$ cat config.mk
export PLATFORM = sky130hd
export DESIGN_NAME = mem_rsp_pipe
export DESIGN_NICKNAME = d
export VERILOG_FILES = /design/src/rtl/synth_mem_pkg.sv /design/src/rtl/mem_rsp_pipe.sv
export SDC_FILE = /design/constraint.sdc
export NUM_CORES = 1
export LEC_CHECK = 0
export BUFFER_PORTS_ARGS = -buffer_cell sky130_fd_sc_hd__buf_4
export CORE_UTILIZATION = 36
export CTS_CLUSTER_DIAMETER = 120
export DETAILED_ROUTE_END_ITERATION = 10
export PLACE_DENSITY = 0.81
export SKIP_CTS_REPAIR_TIMING = 1
export SKIP_LAST_GASP = 1
export SYNTH_ARGS = -nofsm -noshare
export SYNTH_HDL_FRONTEND = slang
export SYNTH_SLANG_ARGS = --single-unit
$ cat constraint.sdc
create_clock -name clk -period 0.8 [get_ports clk]
set_input_delay 0.12 -clock clk [delete_from_list [all_inputs] [get_ports clk]]
set_output_delay 0.12 -clock clk [all_outputs]
set_load 0.005 [all_outputs]
$ cat src/rtl/synth_mem_pkg.sv
// Shared widths, latency limit and response record for the synth core memory model.
package synth_mem_pkg;

    localparam int DATA_W_DEF     = 16;
    localparam int ADDR_W_DEF     = 10;
    localparam int MAX_RD_LATENCY = 4;

    typedef struct packed {
        logic                  valid;
        logic                  err;
        logic [DATA_W_DEF-1:0] data;
    } mem_rsp_t;

endpackage

$ cat src/rtl/mem_rsp_pipe.sv
// Stallable read-response shift register, STAGES deep, cleared synchronously by clr.
module mem_rsp_pipe
    import synth_mem_pkg::*;
#(
    parameter int  STAGES = 1,
    parameter type rsp_t  = mem_rsp_t
) (
    input  logic clk,
    input  logic clr,
    input  logic en,
    input  rsp_t din,
    output rsp_t dout
);

    rsp_t stage_q [STAGES];
    rsp_t stage_d [STAGES];

    always_comb begin
        stage_d = stage_q;
        if (en) begin
            stage_d[0] = din;
            for (int i = 1; i < STAGES; i++) begin
                stage_d[i] = stage_q[i-1];
            end
        end
    end

    always_ff @(posedge clk) begin
        if (clr) begin
            stage_q <= '{default: '0};
        end else begin
            stage_q <= stage_d;
        end
    end

    assign dout = stage_q[STAGES-1];

endmodule

# Word-level counts from Yosys, hierarchy flattened
# Index checks and enable logic that the tools add are counted.
[totals] inputBits=21 out_inout_bits=18 regBits=18 elab_cells=3

# Longest topological paths before layout
[logic_depth] word_depth=0 ltp_mapped=4 mapped_depth_nobuf=2

# Least setup slack after synthesis
# OpenSTA, ideal clock, no wires.
[synth_timing] path_type="input port to flip-flop" start="input en" end="register stage_q (netlist bit dout[10])" path_stages=4 t_required_ps=683 path_buffers=2 path_slack_ps=80 arrival_time_ps=603 setup_ps=117 path_cell_list="buf_6 buf_12 mux2i_1 nor2_1"
[synth_lines] element="from (decl)" line_no="mem_rsp_pipe.sv:10" rtl="input logic en,"
[synth_lines] element="to (signal assigned)" line_no="mem_rsp_pipe.sv:32" rtl="stage_q <= stage_d;"
[synth_lines] element="to (decl)" line_no="mem_rsp_pipe.sv:15" rtl="rsp_t stage_q [STAGES];"

# Worst setup path after layout
[layout_timing] start="register stage_q (netlist bit dout[17])" end="output dout[17] (netlist name)"
[layout_lines] element="to (decl)" line_no="mem_rsp_pipe.sv:12" rtl="output rsp_t dout"
# No word-level cell between the ends.

==> run_results.csv <==
group,metric,value,unit
layout,synthToLayoutAreaGrowth,64.0,%
placed_design,placedInstanceArea,923,um^2
clocking,clkSinkCount,18,
min_path,worstHoldPathType,"primary input to flip-flop",
worst_setup_path,critPathMaxFanout,2,
worst_setup_path,slowest_stage,"dfxtp_2",
yosys,synth_cells,58,
power_and_ir_drop,p_total,1.85,mW
detailed_routing,first_pass_iters,4,
detailed_routing,drt_iter0_drc,3,
yosys,synth_top_area_cell,"dfxtp_1",
sta,clock-skew-final,0,ns
sta,hold_viol_final,0,
die,start_util,40.7,%
grt,first_global_vias,497,
yosys,synthTopCellsByCount,"dfxtp_1, mux2i_1, nor2_1",
layout,largest_reg_flops,18,
worst_setup_path,cp-end-kind,"output pin",
worst_setup_path,required,0.68,ns
sta,slew-limit-headroom,80.1,%
detailed_routing,wl_per_cell,11.0,um
layout,nFillCells,133,
detailed_routing,vias,536,
detailed_routing,routed_wirelength,1350,um
sta,fin_crit,0.852,ns
layout,fin_util,66.8,%
die,dieArea,1980,um^2
die,coreArea,1590,um^2
clocking,clkTransAtPathRegs,0.09,ns
yosys,synth_edf_count,0,
grt,grt_pass1_wl,2030,um
grt,grt_max_degree,19,
die,fp.dieH,44.5,um
yosys,ys_types,7,
placed_design,io_buffers,38,
sta,slew_viol_final,0,
worst_setup_path,crit_family,"flip-flops",
clocking,cts_max_level,1,
grt,track_usage,14.4,%
layout,instances_no_fill,122,
die,num_rows,14,
yosys,synthTopCellsByArea,"dfxtp_1, mux2i_1, nor2_1, buf_12, buf_6",
yosys,syn_avg_cell_area,11.2,um^2
detailed_routing,drtAntennaViolNets,0,
die,die_w,44.5,um
yosys,async_flop_share,0,%
layout,drive_gt1_share,63.3,%
worst_setup_path,critical_path_class,"flip-flop to output pin",
placed_design,dp_slack,-0.00118,ns
detailed_routing,vias_per_cell,4.39,
clocking,clock-root-buffer,"clkbuf_4",
worst_setup_path,crit_path_cell_trace,"buf_6",
clocking,cts_inserted_buffers,3,
grt,antenna_found_initial,0,
layout,n_antenna_cell,0,
layout,multi_input_area,248,um^2
detailed_routing,drc,0,
yosys,synth_top_area_share,55.5,%
layout,final_area,1060,um^2
clocking,cts_max_path_buffers,2,
worst_setup_path,crit_path_start_kind,"flip-flop",
yosys,ys_seq_area_share,55.5,%
yosys,syn_area,649,um^2
layout,seq_area,383,um^2
power_and_ir_drop,vdd_drop_max,0.00101,V
clocking,tritoncts,"done",
yosys,ys_warn_count,0,
sta,worstMarginPinSlew,0.299,ns
worst_setup_path,cp_num_buf_inv,1,
grt,grt-ovfl-total,0,
sta,period_share,106,%
outcome,violations,"setup timing",
yosys,ys_seq_elements,18,
worst_setup_path,max_stage_delay,0.34,ns
worst_setup_path,arrival,0.73,ns
sta,fin_ws,-0.0520,ns
die,io_pins,39,
layout,nNetsFinal,120,
sta,fmax,1.17,GHz
flow_run,drv_cap,0,
placed_design,dpl.cell_count,116,
yosys,yosys_most_used_dff,"dfxtp_1",
sta,setup_viol,18,
sta,rsz0062_at_grt,"true",
power_and_ir_drop,power.density,1730,nW/um^2
power_and_ir_drop,power_leakage,0.532,nW
clocking,clock_latency,0.28,ns
placed_design,gp_congestion,0.682,
outcome,outcome,"finished with violations",
yosys,syn_nets,79,
## final timing paths
path                  from        to  cells past startpoint  slack, ns
hold / removal     din[12]  dout[12]                      3       0.07
setup reg to reg   dout[0]   dout[0]                      3       0.07
hold reg to reg   dout[14]  dout[14]                      2       0.50
setup / recovery  dout[17]  dout[17]                      1      -0.05
## metrics by stage
step	setup TNS, ns	hold WS [ns]
after floorplan	0	0.267
after global placement	0	0.353
after detailed placement	-0.00225	0.366
after CTS	-1.38	0.0542
after global routing	-1.61	0.0579
final	-0.816	0.0667
## kinds of logic after synthesis
family,after synthesis,synth area share [%]
muxes,18,27.7
DFF,18,55.5
buffers and inverters,4,6.36
and+or+nand+nor,18,10.4
## layer usage
layer / global-route usage [%] / part of all wire, % / vias up
li1: - / - / 271
met1: 16.8 / 42 / 239
met2: 22.9 / 50 / 26
met3: 4.08 / 7.4 / 0
met4: 9.09 / 0 / 0
met5: 0 / 0 / -
## area by class of cell
type,count,area share (%)
clock buffer,4,3.41
sequential,18,36.0
timing repair buffer,40,34.5
tap,24,2.82
multi-input combinational,36,23.3
## where the power goes
group | total [mW] | switching, mW | leakage, nW | internal (mW)
registers | 0.997 | 0.0369 | 0.155 | 0.960
logic | 0.313 | 0.102 | 0.356 | 0.211
clock network | 0.536 | 0.259 | 0.0210 | 0.277
## placed cells by master (no fill, tap or decap)
master	count
buf_4	22
dfxtp_2	18
nor2_1	18
mux2i_1	18
buf_6	18
clkbuf_4	3
clkbuf_8	1
Note: power is estimated with default switching activity, not from simulation.
